===== config.mk =====
export PLATFORM = sky130hd
export DESIGN_NAME = sd_clk_gen_flat
export DESIGN_NICKNAME = d
export VERILOG_FILES = /design/src/rtl/sd_clk_gen_if.sv /design/src/rtl/sd_clk_gen.sv /design/src/flat_wrapper.sv
export SDC_FILE = /design/constraint.sdc
export NUM_CORES = 1
export LEC_CHECK = 0
export ABC_AREA = 1
export CAP_MARGIN = 20
export CORE_ASPECT_RATIO = 0.5
export CORE_MARGIN = 3
export CORE_UTILIZATION = 53
export CTS_CLUSTER_SIZE = 12
export DETAILED_ROUTE_END_ITERATION = 7
export PLACE_DENSITY = 0.79
export SYNTH_ARGS = -nofsm -noshare
export SYNTH_HDL_FRONTEND = slang
export SYNTH_SLANG_ARGS = --single-unit

===== constraint.sdc =====
create_clock -name ex_clk -period 2.4 [get_ports ex_clk]
set_input_delay 0.48 -clock ex_clk [delete_from_list [all_inputs] [get_ports ex_clk]]
set_output_delay 0.48 -clock ex_clk [all_outputs]
set_load 0.01 [all_outputs]

===== src/rtl/sd_clk_gen_if.sv =====
// Host-side bundle for the SD clock generator: Clock Control register access plus card clock outputs.
// Optional macro SDCLK_PWR2_DIV_EN adds the div_mode select.
interface sd_clk_gen_if;
  // clk_ctrl_wr is a single-cycle strobe with no back-pressure: clk_ctrl_in is
  // taken on every ex_clk edge where clk_ctrl_wr=1, so the register is always ready.
  logic [15:0] clk_ctrl_in;
  logic        clk_ctrl_wr;
`ifdef SDCLK_PWR2_DIV_EN
  logic        div_mode;
`endif
  logic [15:0] clk_ctrl_out;
  logic        sd_clk;
  logic        sd_clk_rise;
  logic        sd_clk_fall;
  logic        sd_clk_running;
  logic [1:0]  fsm_state;

`ifdef SDCLK_PWR2_DIV_EN
  modport master (
    output clk_ctrl_in, clk_ctrl_wr, div_mode,
    input  clk_ctrl_out, sd_clk, sd_clk_rise, sd_clk_fall, sd_clk_running, fsm_state
  );
  modport slave (
    input  clk_ctrl_in, clk_ctrl_wr, div_mode,
    output clk_ctrl_out, sd_clk, sd_clk_rise, sd_clk_fall, sd_clk_running, fsm_state
  );
`else
  modport master (
    output clk_ctrl_in, clk_ctrl_wr,
    input  clk_ctrl_out, sd_clk, sd_clk_rise, sd_clk_fall, sd_clk_running, fsm_state
  );
  modport slave (
    input  clk_ctrl_in, clk_ctrl_wr,
    output clk_ctrl_out, sd_clk, sd_clk_rise, sd_clk_fall, sd_clk_running, fsm_state
  );
`endif
endinterface


===== src/rtl/sd_clk_gen.sv =====
// SD card clock generator: Clock Control register, stable timer and glitch-free 2N divider.
// Optional macro SDCLK_PWR2_DIV_EN enables the power-of-two (SD v2) divisor mode.
module sd_clk_gen #(
  parameter int DIV_WIDTH     = 10,
  parameter int STABLE_CYCLES = 16
) (
  input  logic         ex_clk,
  input  logic         ex_resetn,
  sd_clk_gen_if.slave  bus
);

  typedef enum logic [1:0] {
    ST_OFF      = 2'd0,
    ST_RUN      = 2'd1,
    ST_STOPPING = 2'd2
  } state_t;

  localparam logic [7:0]           STABLE_LAST = 8'(STABLE_CYCLES - 1);
  localparam logic [DIV_WIDTH-1:0] ONE         = {{(DIV_WIDTH-1){1'b0}}, 1'b1};

  state_t                r_state;
  state_t                w_state_nxt;
  logic                  r_en;
  logic                  r_sd_en;
  logic [DIV_WIDTH-1:0]  r_div;
  logic [7:0]            r_stab_cnt;
  logic                  r_stable;
  logic [DIV_WIDTH-1:0]  r_div_cnt;
  logic [DIV_WIDTH-1:0]  r_n;
  logic                  r_sd_clk;
  logic                  r_rise;
  logic                  r_fall;
  logic                  w_stable;
  logic                  w_tc;
  logic                  w_active;
  logic [9:0]            w_wr_field;
  logic [9:0]            w_rd_div;
  logic [DIV_WIDTH-1:0]  w_field;
  logic [DIV_WIDTH-1:0]  w_n_m1;

  // Divisor field is {ctrl[7:6], ctrl[15:8]}; narrow builds simply drop the upper bits.
  assign w_wr_field = {bus.clk_ctrl_in[7:6], bus.clk_ctrl_in[15:8]};

  always_ff @(posedge ex_clk or negedge ex_resetn) begin
    if (!ex_resetn) begin
      r_en    <= 1'b0;
      r_sd_en <= 1'b0;
      r_div   <= '0;
    end else if (bus.clk_ctrl_wr) begin
      r_en    <= bus.clk_ctrl_in[0];
      r_sd_en <= bus.clk_ctrl_in[2];
      r_div   <= w_wr_field[DIV_WIDTH-1:0];
    end
  end

  always_ff @(posedge ex_clk or negedge ex_resetn) begin
    if (!ex_resetn) begin
      r_stab_cnt <= '0;
      r_stable   <= 1'b0;
    end else if (!r_en) begin
      r_stab_cnt <= '0;
      r_stable   <= 1'b0;
    end else if (!r_stable) begin
      r_stab_cnt <= r_stab_cnt + 8'd1;
      if (r_stab_cnt == STABLE_LAST) r_stable <= 1'b1;
    end
  end

  // Gating with r_en drops the flag in the very cycle the enable is seen low.
  assign w_stable = r_stable & r_en;

`ifdef SDCLK_PWR2_DIV_EN
  function automatic logic [7:0] msb_onehot(input logic [7:0] v);
    logic [7:0] res;
    res = 8'h00;
    for (int i = 0; i < 8; i++) begin
      if (v[i]) res = 8'b1 << i;
    end
    return res;
  endfunction

  always_comb begin
    w_rd_div = 10'(r_div);
    w_field  = r_div;
    if (bus.div_mode) begin
      w_rd_div = {2'b00, msb_onehot(r_div[7:0])};
      w_field  = DIV_WIDTH'(w_rd_div);
    end
  end
`else
  always_comb begin
    w_rd_div = 10'(r_div);
    w_field  = r_div;
  end
`endif

  assign bus.clk_ctrl_out = {w_rd_div[7:0], w_rd_div[9:8], 3'b000, r_sd_en, w_stable, r_en};

  // Terminal count: N=0 behaves like N=1 so the clock toggles every cycle.
  assign w_n_m1   = (r_n == '0) ? '0 : (r_n - ONE);
  assign w_tc     = (r_div_cnt == w_n_m1);
  assign w_active = (r_state == ST_RUN) || ((r_state == ST_STOPPING) && r_sd_clk);

  always_ff @(posedge ex_clk or negedge ex_resetn) begin
    if (!ex_resetn) begin
      r_div_cnt <= '0;
      r_n       <= '0;
      r_sd_clk  <= 1'b0;
      r_rise    <= 1'b0;
      r_fall    <= 1'b0;
    end else if (!w_active) begin
      r_div_cnt <= '0;
      r_n       <= w_field;
      r_sd_clk  <= 1'b0;
      r_rise    <= 1'b0;
      r_fall    <= 1'b0;
    end else if (w_tc) begin
      // New divisor is only picked up here, so a phase is never cut short.
      r_div_cnt <= '0;
      r_n       <= w_field;
      r_sd_clk  <= ~r_sd_clk;
      r_rise    <= ~r_sd_clk;
      r_fall    <= r_sd_clk;
    end else begin
      r_div_cnt <= r_div_cnt + ONE;
      r_rise    <= 1'b0;
      r_fall    <= 1'b0;
    end
  end

  always_ff @(posedge ex_clk or negedge ex_resetn) begin
    if (!ex_resetn) r_state <= ST_OFF;
    else            r_state <= w_state_nxt;
  end

  always_comb begin
    w_state_nxt = r_state;
    case (r_state)
      ST_OFF:      if (r_sd_en && w_stable)    w_state_nxt = ST_RUN;
      ST_RUN:      if (!(r_sd_en && w_stable)) w_state_nxt = ST_STOPPING;
      ST_STOPPING: if (!r_sd_clk)              w_state_nxt = ST_OFF;
      default:                                 w_state_nxt = ST_OFF;
    endcase
  end

  assign bus.sd_clk         = r_sd_clk;
  assign bus.sd_clk_rise    = r_rise;
  assign bus.sd_clk_fall    = r_fall;
  assign bus.sd_clk_running = (r_state != ST_OFF);
  assign bus.fsm_state      = r_state;

endmodule


===== src/flat_wrapper.sv =====
// flat-port wrapper written by rule: the top's interface ports become plain ports
module sd_clk_gen_flat 
#(
  parameter int DIV_WIDTH     = 10,
  parameter int STABLE_CYCLES = 16
)
  (ex_clk, ex_resetn, bus_clk_ctrl_in, bus_clk_ctrl_wr, bus_clk_ctrl_out, bus_sd_clk, bus_sd_clk_rise, bus_sd_clk_fall, bus_sd_clk_running, bus_fsm_state);
  sd_clk_gen_if bus_i ();
  input  logic ex_clk;
  input  logic ex_resetn;
  input wire logic [$bits(bus_i.clk_ctrl_in)-1:0] bus_clk_ctrl_in;
  input wire logic [$bits(bus_i.clk_ctrl_wr)-1:0] bus_clk_ctrl_wr;
  output wire logic [$bits(bus_i.clk_ctrl_out)-1:0] bus_clk_ctrl_out;
  output wire logic [$bits(bus_i.sd_clk)-1:0] bus_sd_clk;
  output wire logic [$bits(bus_i.sd_clk_rise)-1:0] bus_sd_clk_rise;
  output wire logic [$bits(bus_i.sd_clk_fall)-1:0] bus_sd_clk_fall;
  output wire logic [$bits(bus_i.sd_clk_running)-1:0] bus_sd_clk_running;
  output wire logic [$bits(bus_i.fsm_state)-1:0] bus_fsm_state;
  assign bus_i.clk_ctrl_in = bus_clk_ctrl_in;
  assign bus_i.clk_ctrl_wr = bus_clk_ctrl_wr;
  assign bus_clk_ctrl_out = bus_i.clk_ctrl_out;
  assign bus_sd_clk = bus_i.sd_clk;
  assign bus_sd_clk_rise = bus_i.sd_clk_rise;
  assign bus_sd_clk_fall = bus_i.sd_clk_fall;
  assign bus_sd_clk_running = bus_i.sd_clk_running;
  assign bus_fsm_state = bus_i.fsm_state;
  sd_clk_gen #(.DIV_WIDTH(DIV_WIDTH), .STABLE_CYCLES(STABLE_CYCLES)) u_core (.ex_clk(ex_clk), .ex_resetn(ex_resetn), .bus(bus_i));
endmodule

* After elaboration in Yosys (flattened, before gate mapping)
Cells that the tools add are included.
W data, S select, Z words.
** Storage, ports and cells
- Bits in registers :: 46
- Latch bits :: 0
- Memory bits (writable) :: 0
- ROM bits :: 0
- Input port bits :: 19
- Output and inout port bits :: 22
- Logic and storage cells :: 52
- Memories kept :: 0
** Operators by class
- Add/sub/neg operators :: 3
- Multiply operators :: 0
- Divide/modulo/power cells :: 0
- Order comparisons :: 0
- Eq/ne operators :: 9
- Shifts and indexed selects :: 0
- Mux-type cells :: 20
- Bitwise logic cells :: 2
- Reductions and logical operators :: 7
** Operators with widths (number)
- $mux W10 :: 5
- $mux W8 :: 2
- $add A10 B1 Y10 const B :: 1
- $eq A10 B10 Y1 :: 1
- $logic_not A10 Y1 :: 1
- $sub A10 B1 Y10 const B :: 1
- $mux W1 :: 9
- $add A8 B1 Y8 const B :: 1
- $eq A8 B4 Y1 const B :: 1
- $mux W2 :: 3
- $ne A2 B2 Y1 const B :: 3
- $pmux W2 S3 :: 1
- $ne A2 B1 Y1 const B :: 2
- $reduce_and A3 Y1 :: 1
- $eq A2 B1 Y1 const B :: 1
- $eq A2 B2 Y1 const B :: 1
- $logic_and A1 B1 Y1 :: 2
- $logic_not A2 Y1 :: 1
- $reduce_bool A2 Y1 :: 1
- $and A1 B1 Y1 :: 1
- $logic_or A1 B1 Y1 :: 1
- $not A1 Y1 :: 1

* Depth between registers and ports, before layout
Gate-level depths: netlist of run 1.
- Depth after elaboration :: 5
- Mapped depth :: 16
- Depth with buffers taken out :: 15

* Worst setup path after synthesis of run 1
Ideal clock, no wire load.
- Kind :: register to register
- Start point :: register u_core.r_n[0]
- End point :: register u_core.r_n[1]
- Setup time :: 0.117 ns
- Arrival time :: 1.927 ns
- Data required time :: 2.283 ns
- Slack :: 0.356 ns
- Cell stages (with the launch flop) :: 14
- Buffers on the path :: 2
- Clock period less this slack :: 2.044 ns
- Cell sequence :: dfrtp_1 > inv_1 > ha_1 > nand2_2 > nor2_4 > nand3_4 > buf_6 > nand4_1 > nand3_1 > nor2_1 > nand3_2 > buf_2 > nand3_1 > nand2_1
** On the way
- Cells in the longest elaborated chain, start to end :: 4
- Elaborated cells on any way between the ends :: 5
- Classes of those cells :: 1 x add/sub; 2 x eq/ne; 1 x mux; 1 x reduce/logical
** Ends and longest elaborated chain
- from (decl) :: line sd_clk_gen.sv:29 : logic [DIV_WIDTH-1:0] r_n;
- from (signal assigned) :: line sd_clk_gen.sv:113 : r_n <= w_field;
- from (signal assigned) :: line sd_clk_gen.sv:120 : r_n <= w_field;
- $sub A10 B1 Y10 / $logic_not A10 Y1 (equally long branches) :: line sd_clk_gen.sv:100 : assign w_n_m1 = (r_n == '0) ? '0 : (r_n - ONE);
- $mux W10 (*) :: line sd_clk_gen.sv:100
- $eq A10 B10 Y1 (*) :: line sd_clk_gen.sv:101 : assign w_tc = (r_div_cnt == w_n_m1);
- $ne A2 B1 Y1 (no line) (*)
Mark *: on every way between the ends. The rest lies on a longest branch, timed or not.
A chain may end at the register's enable or synchronous reset.

* Final worst setup path of run 1
- Start point :: register u_core.r_en
- End point :: output bus_clk_ctrl_out[1]
** On the way
- Cells in the longest elaborated chain, start to end :: 1
** Ends and longest elaborated chain
- from (decl) :: line sd_clk_gen.sv:23 : logic r_en;
- from (signal assigned) :: line sd_clk_gen.sv:50 : r_en <= bus.clk_ctrl_in[0];
- $and A1 B1 Y1 :: line sd_clk_gen.sv:70 : assign w_stable = r_stable & r_en;
- to (decl) :: line flat_wrapper.sv:13 : output wire logic [$bits(bus_i.clk_ctrl_out)-1:0] bus_clk_ctrl_out;
Every way passes these cells.

==> impl_metrics.xml, run 1 <==
<?xml version="1.0" encoding="UTF-8"?>
<metrics>
  <group name="status">
    <metric name="run_status" unit="">finished clean</metric>
  </group>
  <group name="routing">
    <metric name="first_iter_violations" unit="">153</metric>
    <metric name="finalWirelength" unit="um">5470</metric>
    <metric name="vias_per_cell" unit="">5.25</metric>
    <metric name="ant_nets" unit="">0</metric>
    <metric name="post_drt_wl_per_cell" unit="um">13.5</metric>
    <metric name="drt-pass1-iter-count" unit="">4</metric>
    <metric name="route.vias.total" unit="">2131</metric>
    <metric name="route.detailed.drc" unit="">0</metric>
  </group>
  <group name="critical_path">
    <metric name="worstSetupEndpointType" unit="">output pin</metric>
    <metric name="critical_path.startpoint" unit="">u_core.r_en</metric>
    <metric name="crit_required" unit="ps">1920</metric>
    <metric name="critPathLaunchType" unit="">flip-flop</metric>
    <metric name="worst-r2r-setup-slack" unit="ps">190</metric>
    <metric name="critPathSlowestCell" unit="">clkdlybuf4s50_1</metric>
    <metric name="timing.critical_path.cells" unit="">nand2_1 &gt; inv_1 &gt; clkdlybuf4s50_1</metric>
    <metric name="critPathTopFamily" unit="">buffers and inverters</metric>
    <metric name="critical_path_depth" unit="">3</metric>
    <metric name="critPathMaxFanout" unit="">10</metric>
    <metric name="critical_path_class" unit="">reg2out</metric>
    <metric name="critPathCapture" unit="">bus_clk_ctrl_out[1]</metric>
    <metric name="timing.rr.end" unit="">u_core.r_n[3]</metric>
    <metric name="worst-path-buf-inv" unit="">2</metric>
    <metric name="critical_path_arrival" unit="ps">1730</metric>
    <metric name="r2r.worst_path.cells" unit="">14</metric>
    <metric name="critPathMaxStageDelay" unit="ps">550</metric>
    <metric name="worst_r2r_startpoint" unit="">u_core.r_n[0]</metric>
  </group>
  <group name="synth">
    <metric name="synth_cell_types" unit="">30</metric>
    <metric name="yosysSeqAreaShare" unit="">0.462</metric>
    <metric name="synth_edf_count" unit="">0</metric>
    <metric name="synthCells" unit="">316</metric>
    <metric name="asyncSetResetFlopFracSynth" unit="">1.00</metric>
    <metric name="synth_largest_type_area_fraction" unit="">0.462</metric>
    <metric name="yosys_register_bits" unit="">46</metric>
    <metric name="synthesized_cell_area" unit="mm^2">0.00249</metric>
    <metric name="synth.yosys.warnings" unit="">0</metric>
    <metric name="synth_area_leaders" unit="">dfrtp_1 46%, nand2_1 13%, nand3_1 7.0%</metric>
    <metric name="postSynthAreaPerCell" unit="um^2">7.88</metric>
    <metric name="synth_top_area_cell" unit="">dfrtp_1</metric>
    <metric name="synth-main-ff-cell" unit="">dfrtp_1</metric>
  </group>
  <group name="global_route">
    <metric name="antenna_found_initial" unit="">0</metric>
    <metric name="grt_first_pass_wirelength" unit="um">9200</metric>
    <metric name="grt_pass1_vias" unit="">2084</metric>
    <metric name="gr-usage-all-layers" unit="">0.218</metric>
    <metric name="gr-total-overflow" unit="">0</metric>
    <metric name="grt_max_degree" unit="">47</metric>
  </group>
  <group name="flow_run">
    <metric name="timing.max_cap.violations" unit="">0</metric>
  </group>
  <group name="finish">
    <metric name="nNetsFinal" unit="">373</metric>
    <metric name="antenna_diode_count" unit="">0</metric>
    <metric name="area_grow_syn2layout" unit="%">17.7</metric>
    <metric name="final_layout_size_suffix_gt1_frac" unit="">0.0938</metric>
    <metric name="instances_no_fill" unit="">406</metric>
    <metric name="seqCellArea" unit="mm^2">0.00115</metric>
    <metric name="number_of_fillers_in_the_final_layout" unit="">341</metric>
    <metric name="multi_input_comb_area" unit="mm^2">0.00112</metric>
  </group>
  <group name="sta">
    <metric name="final.setup_skew" unit="ps">6.23</metric>
    <metric name="rsz0062_at_grt" unit="">no</metric>
    <metric name="layout_min_cycle_time" unit="ps">2210</metric>
    <metric name="fin_crit_sh" unit="">0.923</metric>
    <metric name="worst_pin_slew" unit="ps">621</metric>
    <metric name="finalHoldViolations" unit="">0</metric>
    <metric name="final-setup-viol-count" unit="">0</metric>
    <metric name="timing.final.max_slew_violations" unit="">0</metric>
    <metric name="fin_setup_tns" unit="ps">0</metric>
    <metric name="max_freq" unit="MHz">452</metric>
    <metric name="timing.slew.headroom" unit="">0.584</metric>
  </group>
  <group name="clock_tree">
    <metric name="post_cts_hold_buffer_count" unit="">0</metric>
    <metric name="worst_skew_pair.late_latency" unit="ps">300</metric>
    <metric name="cts.path.max_buffers" unit="">2</metric>
    <metric name="tritoncts" unit="">built</metric>
    <metric name="clock_tree.root_cell" unit="">clkbuf_8</metric>
    <metric name="cts.clk_slew.worst_paths" unit="ps">90</metric>
    <metric name="number_of_cells_upsized_or_downsized_after_cts" unit="">0</metric>
    <metric name="tritoncts_num_sinks" unit="">46</metric>
    <metric name="tritoncts.num_buffers" unit="">5</metric>
    <metric name="cts_htree_levels" unit="">2</metric>
    <metric name="cts.repair_timing.setup_buffer_count" unit="">0</metric>
  </group>
  <group name="die">
    <metric name="initial_core_util" unit="">0.593</metric>
    <metric name="die_h" unit="um">54.5</metric>
    <metric name="core_region_area" unit="mm^2">0.00420</metric>
    <metric name="io_pins" unit="">41</metric>
    <metric name="total_die_area" unit="mm^2">0.00561</metric>
    <metric name="std_cell_rows" unit="">16</metric>
    <metric name="die_w" unit="um">103</metric>
  </group>
  <group name="power_and_ir_drop">
    <metric name="power_per_unit_of_standard_cell_area" unit="mW/mm^2">552</metric>
    <metric name="total_leakage_power" unit="nW">1.40</metric>
    <metric name="max-vdd-ir-drop" unit="uV">372</metric>
  </group>
  <group name="placement">
    <metric name="gp_routability_congestion" unit="">0.923</metric>
    <metric name="dp_hpwl" unit="um">4060</metric>
    <metric name="dp.cells" unit="">398</metric>
    <metric name="quantity_of_i_o_buffers_inserted_on_ports" unit="">33</metric>
  </group>
  <group name="worst_hold_path">
    <metric name="min-delay-path-class" unit="">in2async</metric>
  </group>
</metrics>
## worst reg2reg max path: stages, from the launching register on
cell	delay (ps)
dfrtp_1	410
inv_1	140
ha_1	210
nand2_2	70
nor2_4	140
nand3_4	200
nand2_1	110
nand2_1	50
nand2_1	90
nand2_1	60
nor2_1	130
nand3_2	140
buf_4	200
nand3_1	80
nand2_1	70
## logic make-up (layout without fill, tap and decap cells)
kind of cell    Yosys count  in the layout  share of synthesized area
compound gates           17             17                     0.0367
other cells               1              3                    0.00151
simple gates            184            184                      0.329
xor+xnor                  5              5                     0.0176
buf+inv                  50             84                     0.0924
fa+ha+maj                 3              3                     0.0151
mux                      10             10                     0.0452
flops                    46             46                      0.462
## synth_stat cells (3+ instances only)
master    count
clkbuf_1      3
nand3_1      35
nor2_1       38
nor3_1        8
nand4_1       6
inv_1        35
buf_4         6
mux2_2       10
nand3b_1      3
nand2_1      86
xor2_1        5
ha_1          3
dfrtp_1      46
a21oi_1       6
o21ai_0       9
## layout make-up
cell class	instances	area share
Clock inverter	3	0.00726
Timing Repair Buffer	38	0.124
Clock buffer	5	0.0235
Inverter	38	0.0487
Sequential cell	46	0.393
Tap cell	54	0.0230
Multi-Input combinational cell	222	0.381
## layout by cell type, fill, tap and decap left out, types with 2 or more instances in the layout
master            n
ha_1              3
clkdlybuf4s50_1  32
nand4_1           6
buf_4             5
nor2_1           38
nand2_1          86
mux2_2           10
xor2_1            5
clkbuf_8          5
a21oi_1           6
inv_1            35
conb_1            3
nand3_1          35
dfrtp_1          46
inv_2             2
nor2_4            2
nor3_1            8
o21ai_0           9
nand3b_1          3
## sequential cells by signal, summed over array words and instances (netlist names)
signal,count
u_core.bus.sd_clk,1
u_core.bus.sd_clk_rise,1
u_core.r_stable,1
u_core.r_div,10
u_core.bus.fsm_state,2
u_core.r_stab_cnt,8
u_core.r_en,1
u_core.r_div_cnt,10
u_core.r_n,10
u_core.bus.sd_clk_fall,1
u_core.r_sd_en,1
## per-layer routing
layer	up-vias	wire length, um	global-route usage
li1	1069	-	-
met1	1007	2420	0.272
met2	48	2720	0.390
met3	7	274	0.0483
met4	0	51	0.0581
met5	-	0	0
## metrics by stage
stage	power [W]	util	setup slack (ps)	hold slack (ps)	instance area [um^2]
after floorplan	0.00103	-	356	184	2500
final	0.00162	0.697	186	240	2930
after CTS	0.00163	0.697	181	266	2930
after global routing	0.00169	0.697	16.2	295	2930
after global placement	0.00113	0.676	286	475	2840
after detailed placement	0.00115	0.676	195	481	2840
## power by group
group | internal [W] | switching (W) | total [W] | leakage [nW]
Clock | 0.000205 | 0.000282 | 0.000488 | 0.0441
Sequential | 0.000816 | 0.0000450 | 0.000861 | 0.592
Combinational | 0.000124 | 0.000145 | 0.000268 | 0.764
Total | 0.00114 | 0.000472 | 0.00162 | 1.40
## worst min path at each step
stage                                         end       startpoint  slack (ps)
after floorplan           u_core.bus.fsm_state[0]        ex_resetn         180
after global placement              u_core.r_n[0]  u_core.r_div[0]         480
after detailed placement            u_core.r_n[1]  u_core.r_div[1]         480
after CTS                    u_core.r_stab_cnt[6]        ex_resetn         270
after global routing         u_core.r_stab_cnt[5]        ex_resetn         290
final                        u_core.r_stab_cnt[5]        ex_resetn         240
(Power assumes the default switching activity.)
==> inputs of run 2 (changes only) <==
--- a/config.mk
+++ b/config.mk
@@ -7,12 +7,13 @@
 export LEC_CHECK = 0
 export ABC_AREA = 1
 export CAP_MARGIN = 20
+export CELL_PAD_IN_SITES_DETAIL_PLACEMENT = 1
+export CELL_PAD_IN_SITES_GLOBAL_PLACEMENT = 2
 export CORE_ASPECT_RATIO = 0.5
-export CORE_MARGIN = 3
-export CORE_UTILIZATION = 53
+export CORE_UTILIZATION = 31
 export CTS_CLUSTER_SIZE = 12
 export DETAILED_ROUTE_END_ITERATION = 7
-export PLACE_DENSITY = 0.79
+export PLACE_DENSITY_LB_ADDON = 0.1
 export SYNTH_ARGS = -nofsm -noshare
 export SYNTH_HDL_FRONTEND = slang
 export SYNTH_SLANG_ARGS = --single-unit
==> impl_metrics.xml, run 2 (synthesized netlist as in run 1, its figures left out) <==
<?xml version="1.0" encoding="UTF-8"?>
<metrics>
  <group name="power_and_ir_drop">
    <metric name="seqPwrFrac" unit="">0.441</metric>
    <metric name="clock_group_share_of_total_power" unit="">0.407</metric>
    <metric name="total_power" unit="W">0.00195</metric>
    <metric name="power_per_unit_of_standard_cell_area" unit="mW/mm^2">611</metric>
    <metric name="cell_internal_pwr" unit="W">0.00144</metric>
    <metric name="max-vdd-ir-drop" unit="uV">317</metric>
    <metric name="power.switching_fraction" unit="">0.261</metric>
    <metric name="logic_pwr_share" unit="">0.152</metric>
    <metric name="p_sw" unit="W">0.000510</metric>
    <metric name="total_leakage_power" unit="nW">1.48</metric>
  </group>
  <group name="die">
    <metric name="std_cell_rows" unit="">22</metric>
    <metric name="initial_core_util" unit="">0.330</metric>
    <metric name="die_h" unit="um">65.4</metric>
    <metric name="total_die_area" unit="mm^2">0.00842</metric>
    <metric name="core_region_area" unit="mm^2">0.00754</metric>
    <metric name="io_pins" unit="">41</metric>
    <metric name="die_w" unit="um">129</metric>
  </group>
  <group name="worst_hold_path">
    <metric name="min-delay-path-class" unit="">in2async</metric>
  </group>
  <group name="finish">
    <metric name="seqCellArea" unit="mm^2">0.00115</metric>
    <metric name="instances_no_fill" unit="">472</metric>
    <metric name="area_grow_syn2layout" unit="%">28.3</metric>
    <metric name="multi_input_comb_area" unit="mm^2">0.00116</metric>
    <metric name="mostFrequentLayoutCell" unit="">nand2_1</metric>
    <metric name="reg_top3" unit="">u_core.r_div (10), u_core.r_div_cnt (10), u_core.r_n (10)</metric>
    <metric name="number_of_fillers_in_the_final_layout" unit="">929</metric>
    <metric name="final_layout_size_suffix_gt1_frac" unit="">0.129</metric>
    <metric name="antenna_diode_count" unit="">0</metric>
    <metric name="mostFrequentLayoutCells" unit="">85 x nand2_1, 46 x dfrtp_1, 38 x nor2_1, 35 x nand3_1, 34 x inv_1</metric>
    <metric name="nNetsFinal" unit="">385</metric>
  </group>
  <group name="sta">
    <metric name="hold_slack" unit="ps">85.6</metric>
    <metric name="max_freq" unit="MHz">424</metric>
    <metric name="final.setup_skew" unit="ps">4.08</metric>
    <metric name="fin_crit_sh" unit="">0.982</metric>
    <metric name="final-setup-viol-count" unit="">0</metric>
    <metric name="finalHoldViolations" unit="">0</metric>
    <metric name="timing.final.max_slew_violations" unit="">0</metric>
    <metric name="timing.slew.headroom" unit="">0.605</metric>
    <metric name="layout_min_cycle_time" unit="ps">2360</metric>
    <metric name="worst_pin_slew" unit="ps">591</metric>
    <metric name="post-route-worst-setup-slack" unit="ps">44.0</metric>
  </group>
  <group name="status">
    <metric name="run_status" unit="">finished clean</metric>
  </group>
  <group name="placement">
    <metric name="dp_hpwl" unit="um">4900</metric>
    <metric name="gp_routability_congestion" unit="">0.857</metric>
    <metric name="dpl_worst_slack" unit="ps">147</metric>
    <metric name="quantity_of_i_o_buffers_inserted_on_ports" unit="">33</metric>
    <metric name="dp.cells" unit="">454</metric>
  </group>
  <group name="critical_path">
    <metric name="worst-r2r-setup-slack" unit="ps">40</metric>
    <metric name="timing.critical_path.cells" unit="">inv_2 &gt; ha_2 &gt; nand2_2 &gt; nor2_4 &gt; nand3_2 &gt; nand3_1 &gt; nand2_1 &gt; nand2_1 &gt; nand2_1 &gt; nor2_1 &gt; nand3_2 &gt; buf_2 &gt; nand3_1 &gt; nand2_1</metric>
    <metric name="crit_required" unit="ps">2580</metric>
    <metric name="worst_r2r_startpoint" unit="">u_core.r_n[0]</metric>
    <metric name="worstSetupEndpointType" unit="">flip-flop</metric>
    <metric name="worst-path-buf-inv" unit="">2</metric>
    <metric name="critPathSlowestCell" unit="">dfrtp_1</metric>
    <metric name="r2r.worst_path.cells" unit="">14</metric>
    <metric name="timing.rr.end" unit="">u_core.r_n[4]</metric>
    <metric name="critPathLaunchType" unit="">flip-flop</metric>
    <metric name="crit_path_frequent_cell" unit="">nand2_1</metric>
    <metric name="critical_path_class" unit="">reg2reg</metric>
    <metric name="critical_path.startpoint" unit="">u_core.r_n[0]</metric>
    <metric name="critPathMaxStageDelay" unit="ps">400</metric>
    <metric name="critPathTopFamily" unit="">simple AND/OR/NAND/NOR gates</metric>
    <metric name="critPathCapture" unit="">u_core.r_n[4]</metric>
    <metric name="critPathMaxFanout" unit="">6</metric>
    <metric name="critical_path_arrival" unit="ps">2540</metric>
    <metric name="critical_path_depth" unit="">14</metric>
  </group>
  <group name="global_route">
    <metric name="gr-total-overflow" unit="">0</metric>
    <metric name="antenna_found_initial" unit="">0</metric>
    <metric name="grt_max_degree" unit="">22</metric>
    <metric name="gr-usage-all-layers" unit="">0.171</metric>
    <metric name="grt_first_pass_wirelength" unit="um">10900</metric>
    <metric name="grt_pass1_vias" unit="">2210</metric>
  </group>
  <group name="clock_tree">
    <metric name="cts.path.max_buffers" unit="">2</metric>
    <metric name="tritoncts.num_buffers" unit="">5</metric>
    <metric name="tritoncts_num_sinks" unit="">46</metric>
    <metric name="worst_skew_pair.late_latency" unit="ps">290</metric>
    <metric name="clock_tree.root_cell" unit="">clkbuf_16</metric>
    <metric name="cts_htree_levels" unit="">2</metric>
    <metric name="cts.clk_slew.worst_paths" unit="ps">70</metric>
    <metric name="tritoncts" unit="">built</metric>
    <metric name="post_cts_hold_buffer_count" unit="">0</metric>
  </group>
  <group name="routing">
    <metric name="route.detailed.drc" unit="">0</metric>
    <metric name="first_iter_violations" unit="">76</metric>
    <metric name="ant_nets" unit="">0</metric>
    <metric name="drt-pass1-iter-count" unit="">4</metric>
    <metric name="route.vias.total" unit="">2211</metric>
    <metric name="post_drt_wl_per_cell" unit="um">14.4</metric>
    <metric name="vias_per_cell" unit="">4.68</metric>
    <metric name="finalWirelength" unit="um">6780</metric>
  </group>
  <group name="flow_run">
    <metric name="timing.max_cap.violations" unit="">0</metric>
  </group>
</metrics>
## run 2: stage by stage
stage / TNS (ps) / utilization / cell area, um^2
CTS: 0 / 0.410 / 3090
detailed placement: 0 / 0.388 / 2920
global placement: 0 / 0.388 / 2920
finish: 0 / 0.424 / 3200
global route: -1540 / 0.424 / 3200
floorplan: 0 / - / 2500
## run 2: final cells by class
class,instances,area share
Inverter,38,0.0446
Sequential cell,46,0.360
Timing Repair Buffer,48,0.139
Clock inverter,2,0.0117
Tap cell,108,0.0423
Clock buffer,6,0.0403
Multi-Input combinational cell,224,0.362
## run 2: per-layer routing
metal / vias up / track usage / wire length (um)
met3: 6 / 0.0423 / 212
met2: 28 / 0.283 / 3170
met4: 0 / 0.0397 / 42
li1: 1096 / - / -
met1: 1081 / 0.226 / 3350
met5: - / 0 / 0
## run 2: worst register-to-register path, stage by stage (launching register included)
cell and delay (ps):
dfrtp_1 400, inv_2 90, ha_2 190, nand2_2 70
nor2_4 240, nand3_2 180, nand3_1 130, nand2_1 50
nand2_1 80, nand2_1 50, nor2_1 150, nand3_2 230
buf_2 230, nand3_1 70, nand2_1 50
## run 2: worst min path at each step
stage,start,end,depth (start not counted)
after floorplan,ex_resetn,u_core.bus.fsm_state[0],0
after CTS,ex_resetn,u_core.r_n[2],1
final,ex_resetn,u_core.r_div_cnt[8],1
after global routing,ex_resetn,u_core.r_n[6],1
after detailed placement,ex_resetn,u_core.r_div_cnt[8],1
after global placement,ex_resetn,u_core.r_div_cnt[8],1
## run 2: power by group through the flow
| stage | combinational (W) | clock, W | sequential, W |
|---|---|---|---|
| 2_1_floorplan | 0.000158 | 0 | 0.000870 |
| 3_3_place_gp | 0.000274 | 0 | 0.000874 |
| 3_5_place_dp | 0.000280 | 0 | 0.000876 |
| 4_1_cts | 0.000283 | 0.000818 | 0.000861 |
| 5_1_grt | 0.000334 | 0.000855 | 0.000869 |
| 6_report | 0.000298 | 0.000796 | 0.000861 |
## run 2: timing repair
item,4_1_cts,5_1_grt
gates resized for setup,0,7
endpoints found under the setup margin,0,21
hold endpoints to repair,0,0
setup buffers,0,7
==> inputs of run 3 (changes only) <==
--- a/config.mk
+++ b/config.mk
@@ -13,6 +13,7 @@
 export CORE_UTILIZATION = 31
 export CTS_CLUSTER_SIZE = 12
 export DETAILED_ROUTE_END_ITERATION = 7
+export GPL_ROUTABILITY_DRIVEN = 0
 export PLACE_DENSITY_LB_ADDON = 0.1
 export SYNTH_ARGS = -nofsm -noshare
 export SYNTH_HDL_FRONTEND = slang
==> results of run 3 <==
Same layout as run 2: the final DEF is identical, and so are final timing and power.
